<file path="config.mk">
export PLATFORM = sky130hd
export DESIGN_NAME = dmem_access_ctrl
export DESIGN_NICKNAME = d
export VERILOG_FILES = /design/src/rtl/dmem_access_ctrl.sv
export SDC_FILE = /design/constraint.sdc
export NUM_CORES = 1
export LEC_CHECK = 0
export ABC_CLOCK_PERIOD_IN_PS = 2000
export CAP_MARGIN = 20
export CORE_MARGIN = 4
export CORE_UTILIZATION = 40
export CTS_BUF_LIST = sky130_fd_sc_hd__clkbuf_16
export DETAILED_ROUTE_END_ITERATION = 16
export GPL_ROUTABILITY_DRIVEN = 0
export PLACE_DENSITY = 0.68
export SKIP_LAST_GASP = 1
export SLEW_MARGIN = 20
export SYNTH_ARGS = -nofsm -noshare
export SYNTH_HDL_FRONTEND = slang
export SYNTH_SLANG_ARGS = --single-unit
</file>
<file path="constraint.sdc">
create_clock -name clk -period 2 [get_ports clk]
set_input_delay 0.3 -clock clk [delete_from_list [all_inputs] [get_ports clk]]
set_output_delay 0.3 -clock clk [all_outputs]
set_load 0.03 [all_outputs]
</file>
<file path="src/rtl/dmem_access_ctrl.sv">
// dmem_access_ctrl: load/store access controller for a 128x32 word-addressed
// data memory. Byte-addressed byte/half/word requests arrive over a
// ready/valid handshake. Sub-word stores use read-modify-write, and sub-word
// loads are lane-selected and then sign- or zero-extended. Misaligned or
// illegal-size requests complete with an error and never touch memory.
module dmem_access_ctrl (
  input  logic        clk,
  input  logic        rst,
  input  logic        req_valid,
  output logic        req_ready,
  input  logic        req_store,
  input  logic [1:0]  req_size,
  input  logic        req_unsigned,
  input  logic [8:0]  req_addr,
  input  logic [31:0] req_wdata,
  output logic        resp_done,
  output logic        resp_err,
  output logic [31:0] resp_rdata,
  output logic [6:0]  mem_addr,
  output logic [31:0] mem_wdata,
  output logic        mem_we,
  input  logic [31:0] mem_rdata
);

  typedef enum logic [1:0] {
    S_IDLE  = 2'd0,
    S_READ  = 2'd1,
    S_WRITE = 2'd2,
    S_DONE  = 2'd3
  } state_t;

  localparam logic [1:0] SZ_BYTE = 2'b00;
  localparam logic [1:0] SZ_HALF = 2'b01;
  localparam logic [1:0] SZ_WORD = 2'b10;

  state_t      state_q, state_d;
  logic        store_q, store_d;
  logic [1:0]  size_q, size_d;
  logic        uns_q, uns_d;
  logic [1:0]  lane_q, lane_d;
  logic [6:0]  idx_q, idx_d;
  logic [31:0] wdata_q, wdata_d;
  logic [31:0] buf_q, buf_d;
  logic        err_q, err_d;
  logic [31:0] rdata_q, rdata_d;
  logic        req_err_s;

  // Pick the addressed lane out of a little-endian word and extend it to 32 bits.
  function automatic logic [31:0] load_fmt(input logic [31:0] word,
                                           input logic [1:0]  size,
                                           input logic [1:0]  lane,
                                           input logic        uns);
    logic [31:0] sh;
    sh = word >> {lane, 3'b000};
    case (size)
      SZ_BYTE: load_fmt = uns ? {24'h000000, sh[7:0]}  : {{24{sh[7]}}, sh[7:0]};
      SZ_HALF: load_fmt = uns ? {16'h0000, sh[15:0]}   : {{16{sh[15]}}, sh[15:0]};
      default: load_fmt = word;
    endcase
  endfunction

  // Overlay the right-justified store data onto the addressed lane of the old word.
  function automatic logic [31:0] store_merge(input logic [31:0] word,
                                              input logic [31:0] wdata,
                                              input logic [1:0]  size,
                                              input logic [1:0]  lane);
    logic [31:0] mask;
    logic [31:0] smask;
    mask  = (size == SZ_BYTE) ? 32'h0000_00FF : 32'h0000_FFFF;
    smask = mask << {lane, 3'b000};
    store_merge = (word & ~smask) | ((wdata & mask) << {lane, 3'b000});
  endfunction

  // Misaligned or illegal-size request check on the incoming request.
  always_comb begin
    case (req_size)
      SZ_BYTE: req_err_s = 1'b0;
      SZ_HALF: req_err_s = req_addr[0];
      SZ_WORD: req_err_s = (req_addr[1:0] != 2'b00);
      default: req_err_s = 1'b1;
    endcase
  end

  // Next-state and datapath latch logic.
  always_comb begin
    state_d = state_q;
    store_d = store_q;
    size_d  = size_q;
    uns_d   = uns_q;
    lane_d  = lane_q;
    idx_d   = idx_q;
    wdata_d = wdata_q;
    buf_d   = buf_q;
    err_d   = err_q;
    rdata_d = rdata_q;
    case (state_q)
      S_IDLE: begin
        if (req_valid) begin
          store_d = req_store;
          size_d  = req_size;
          uns_d   = req_unsigned;
          lane_d  = req_addr[1:0];
          idx_d   = req_addr[8:2];
          wdata_d = req_wdata;
          err_d   = req_err_s;
          if (req_err_s) begin
            state_d = S_DONE;
          end else if (req_store && (req_size == SZ_WORD)) begin
            state_d = S_WRITE;
          end else begin
            state_d = S_READ;
          end
        end else begin
          state_d = S_IDLE;
        end
      end
      S_READ: begin
        buf_d = mem_rdata;
        if (store_q) begin
          state_d = S_WRITE;
        end else begin
          // Load result lands in resp_rdata on the edge that enters DONE.
          rdata_d = load_fmt(mem_rdata, size_q, lane_q, uns_q);
          state_d = S_DONE;
        end
      end
      S_WRITE: state_d = S_DONE;
      S_DONE:  state_d = S_IDLE;
      default: state_d = S_IDLE;
    endcase
  end

  // State and latch registers with synchronous active-low reset.
  always_ff @(posedge clk) begin
    if (!rst) begin
      state_q <= S_IDLE;
      store_q <= 1'b0;
      size_q  <= 2'b00;
      uns_q   <= 1'b0;
      lane_q  <= 2'b00;
      idx_q   <= 7'd0;
      wdata_q <= 32'd0;
      buf_q   <= 32'd0;
      err_q   <= 1'b0;
      rdata_q <= 32'd0;
    end else begin
      state_q <= state_d;
      store_q <= store_d;
      size_q  <= size_d;
      uns_q   <= uns_d;
      lane_q  <= lane_d;
      idx_q   <= idx_d;
      wdata_q <= wdata_d;
      buf_q   <= buf_d;
      err_q   <= err_d;
      rdata_q <= rdata_d;
    end
  end

  // Outputs decoded from registered state; the write enable is gated by reset
  // so that a WRITE cycle coinciding with reset never reaches memory.
  always_comb begin
    req_ready  = (state_q == S_IDLE);
    resp_done  = (state_q == S_DONE);
    resp_err   = err_q;
    resp_rdata = rdata_q;
    mem_addr   = idx_q;
    mem_we     = (state_q == S_WRITE) && rst;
    if (state_q == S_WRITE) begin
      if (size_q == SZ_WORD) begin
        mem_wdata = wdata_q;
      end else begin
        mem_wdata = store_merge(buf_q, wdata_q, size_q, lane_q);
      end
    end else begin
      mem_wdata = 32'd0;
    end
  end

endmodule

</file>
-- Word level (Yosys, flattened, before mapping)
Cells that the tools add are included.
- register bits after elaboration: 112
- input bits: 80
- logic and storage cells: 45
- shift-type cells: 3
- multiplexer cells: 12
- bitwise operators: 5
- equal/unequal tests: 7
- reductions and logical operators: 8
- operators by type and width (operator ; count):
    $mux 32 ; 4
    $pmux 32 s2 ; 1
    $and 32x16->32 ; 1
    $and 32x32->32 ; 1
    $not 32->32 ; 1
    $or 32x32->32 ; 1
    $shl 16x5->32 ; 1
    $shl 32x5->32 ; 1
    $shr 32x5->16 ; 1
    $mux 16 ; 1
    $eq 2x2->1 const B ; 4
    $pmux 2 s4 ; 1
    $eq 2x1->1 const B ; 3
    $logic_not 2->1 ; 3
    $mux 2 ; 3
    $reduce_and 2->1 ; 2
    $pmux 1 s3 ; 1
    $logic_and 1x1->1 ; 2
    $reduce_bool 2->1 ; 1
    $mux 1 ; 1
    $not 1->1 ; 1

-- Longest topological paths before layout
- word-level depth: 8
- mapped depth: 8

-- Worst setup path before layout
Ideal clock, no wire load.
- path type: reg2out
- start: register size_q[1]
- end: output port mem_wdata[22]
- setup slack: 94 ps
- stages on the path, launching flop included: 7
- arrival: 1606 ps
- buffers on the path: 3
- cell sequence: dfxtp_1 -> buf_2 -> nor2b_1 -> clkbuf_1 -> clkbuf_1 -> a221oi_1 -> a21oi_1
- word-level cells in the longest chain between the ends: 8
- elaborated cells on any way between the ends: 11
- those cells by class: eq/ne (1); shift (2); mux (3); bitwise (4); reduce/logical (1)
- RTL lines (element ; line ; text):
    start, declared ; 38 ; logic [1:0] size_q, size_d;
    start signal, assigned ; 149 ; size_q <= size_d;
    $logic_not 2->1 ; 69 ; mask = (size == SZ_BYTE) ? 32'h0000_00FF : 32'h0000_FFFF;
    $mux 16 ; 69 ;
    $shl 16x5->32 ; 70 ; smask = mask << {lane, 3'b000};
    $not 32->32 ; 71 ; store_merge = (word & ~smask) | ((wdata & mask) << {lane, 3'b000});
    $and 32x32->32 ; 71 ;
    $or 32x32->32 ; 71 ;
    $mux 32 (*) ; 170 ; if (size_q == SZ_WORD) begin
    $mux 32 (*) ; 169 ; if (state_q == S_WRITE) begin
    end, declared ; 20 ; output logic [31:0] mem_wdata,
Every way passes the cells marked *; elsewhere a longest branch is shown, timed or not.

-- Final worst setup path
- start: register size_q[0]
- end: output port mem_wdata[28]
The elaborated chain is that of the path after synthesis.

==> results.yml <==
timing:
  holdWs_ns: 0.4634
  period_minus_slack_ns: 2.136
  period_share_pct: 106.8
  setup_viol: 25
  max_freq_ghz: 0.4683
  tightest_slew_ns: 0.5322
  final_max_slew_viol_count: 0
  setup_slack_ns: -0.1356
  setup_tns_ns: -1.948
  rsz0062_at_grt: "true"
  fin_worst_skew_ns: 0.007893
  hold_viol: 0
  slew_headroom_pct: 64.52
routing:
  drt_first_pass_iters: 5
  remaining_drc_errors: 0
  drt-initial-drc-count: 478
  antenna_left: 0
  post_drt_wl_per_cell_um: 18.20
  routed-via-count: 5660
  drt-vias-per-instance: 5.538
  drt-total-wl_um: 18600
floorplanning:
  die_y_um: 126.8
  core_area_mm2: 0.01383
  io_pins: 155
  dieWidth_um: 126.8
  die_area_mm2: 0.01607
  row_count: 43
  start_util_pct: 40.81
worst_setup_path:
  crit_required_ns: 1.70
  crit_fanout: 8
  setup.worst_path.start_class: "register"
  crit_type: "register to output port"
  cp.arrival_ns: 1.84
  end_kind: "output port"
synth:
  synthAdderAreaFrac_pct: 0.8869
  synth_mux_area_share_pct: 8.470
  synth_xor_area_share_pct: 0
  netlist_area_mm2: 0.005643
  ys.flop_type: "dfxtp_1"
  synth-compound-area-share_pct: 27.01
  synth_edf_count: 0
  ys_seq_area_share_pct: 39.73
  synth_fp_nets: 774
  yosys.cell_types.count: 41
  ys_warn_count: 0
  syn_inst: 690
  synth_area_per_cell_um2: 8.178
  synthArstFlopShare_pct: 0
  synth-seq-cells: 112
  synth_top_family_by_area: "compound AO/OA/AOI/OAI gates"
  synthSimpleGateAreaFrac_pct: 18.12
clocking:
  clk_latency_ns: 0.36
  max-clock-path-buffers: 2
  cts_tree: "yes"
  cts_sinks: 112
  cts_htree_levels: 3
  cts-root-buf: "clkbuf_16"
  clk_pin_slew_ns: 0.07
  numCtsBuffers: 9
  hold_buffers: 0
pwr:
  leakage_nw: 2.901
  power_density_mw_per_mm2: 807.0
  peakVddDrop_mv: 0.6088
global_route:
  grt_util_all_layers_pct: 22.22
  grt_max_degree: 43
  grt.met3_usage_pct: 5.684
  grt.overflow.total: 0
  use_met2_pct: 34.93
  grt_pass1_wl_um: 28660
  grt_use_met1_pct: 27.97
  grt_pass1_vias: 5453
  grt-busiest-layer: "met2"
  grt_antenna_before_repair: 0
layout:
  finalNetCount: 921
  final_cell_mix: "nand2_1 (132), clkdlybuf4s50_1 (119), dfxtp_1 (108)"
  insertedDiodeCount: 0
  area_delta_synth_final_pct: 48.98
  final_common_cell: "nand2_1"
  final_cell_count_no_fill: 1022
  drive_above_1_share_pct: 18.88
  design_area_mm2: 0.008407
min_path:
  hp-class: "register to register"
placement:
  port_buffers: 154
  place_inst: 998
  place_area_mm2: 0.007636
  post-place-ws_ns: 0.06278
  dp_hpwl_um: 13330
job:
  maxCapViolations: 0
outcome:
  status: "finished, violations left"
  violations: "negative setup slack"
[area by class of cell]
type                    count  area [um^2]
repair buffers            198         2233
well taps                 180        225.2
multi-input cells         512         3383
flip-flops and latches    112         2255
clock buffers               9        225.2
clock inverters             7        70.07
inverters                   4        15.01
fillers                  1155         5420
[cell usage after synthesis (2+ instances only)]
cell      instances  area [um^2]
buf_6             6        67.56
nor2_1           14        52.55
o32ai_1           8        70.07
nand2b_1         16        100.1
ha_1              4        50.05
a22oi_1           9        67.56
nand3b_1          3        22.52
o21ai_0          70        350.3
a221oi_1          8        70.07
nor3_1            2        10.01
buf_2            18        90.09
a21boi_1          8        60.06
a31oi_1          18        112.6
o21a_1           10        75.07
a21boi_0         45        337.8
a222oi_1          7        70.07
clkbuf_1         34        127.6
mux2_2            6        67.56
buf_1             3        11.26
and2_1            2        12.51
nand2_1         140        525.5
mux2i_1          41        410.4
a21oi_1          48        240.2
dfxtp_1         112         2242
nor2b_1          39        244.0
inv_1             4        15.01
[registers in the layout, indices dropped and copies added (netlist names)]
| name | flops |
|---|---|
| resp_rdata | 32 |
| size_q | 2 |
| mem_addr | 7 |
| resp_err | 1 |
| wdata_q | 32 |
| store_q | 1 |
| uns_q | 1 |
| lane_q | 2 |
| state_q | 2 |
| buf_q | 32 |
[routing by layer]
metal	wire, um	vias to the layer above
met5	0	-
met4	893	0
met3	1405	58
met2	8554	264
met1	7747	2624
li1	-	2714
[critical path, cell delays in order, from the launching register on]
cell     delay [ns]
dfxtp_2        0.33
buf_6          0.13
or2_4          0.28
o21ai_4        0.24
a21oi_1        0.14
a21oi_2        0.22
buf_12         0.15
[metrics by stage]
stage / util (%) / power [W]
final: 60.80 / 0.006784
after global routing: 60.80 / 0.007100
after CTS: 60.13 / 0.006766
after detailed placement: 55.23 / 0.004801
after global placement: 55.23 / 0.004756
after floorplan: - / 0.003929
[repair_timing]
action / 4_1_cts / 5_1_grt
endpoints found under the setup margin: 33 / 32
buffers inserted: 3 / 2
pin swaps: 18 / 6
cloned: 3 / 0
gates resized for setup: 74 / 20
[cells by family after synthesis]
kind of cell               count (synthesis)
buffers and inverters                     66
AOI/OAI and AO/OA                        239
muxes                                     47
DFF                                      112
adders and majority gates                  4
and+or+nand+nor                          222
[worst paths after layout]
| check | from | to | slack, ns | cells after the start |
|---|---|---|---|---|
| worst min-delay path | wdata_q[31] | wdata_q[31] | 0.46 | 2 |
| worst max register to register | size_q[1] | resp_rdata[8] | 0.11 | 5 |
| worst min register to register | wdata_q[31] | wdata_q[31] | 0.46 | 2 |
| worst max-delay path | size_q[0] | mem_wdata[28] | -0.14 | 6 |
[where the power goes]
part	switching [W]	total, W	internal, W
sequential	0.000192	0.00268	0.00249
clock	0.000828	0.00180	0.000974
combinational	0.00128	0.00230	0.00102
Power figures use the tool's default switching activity.
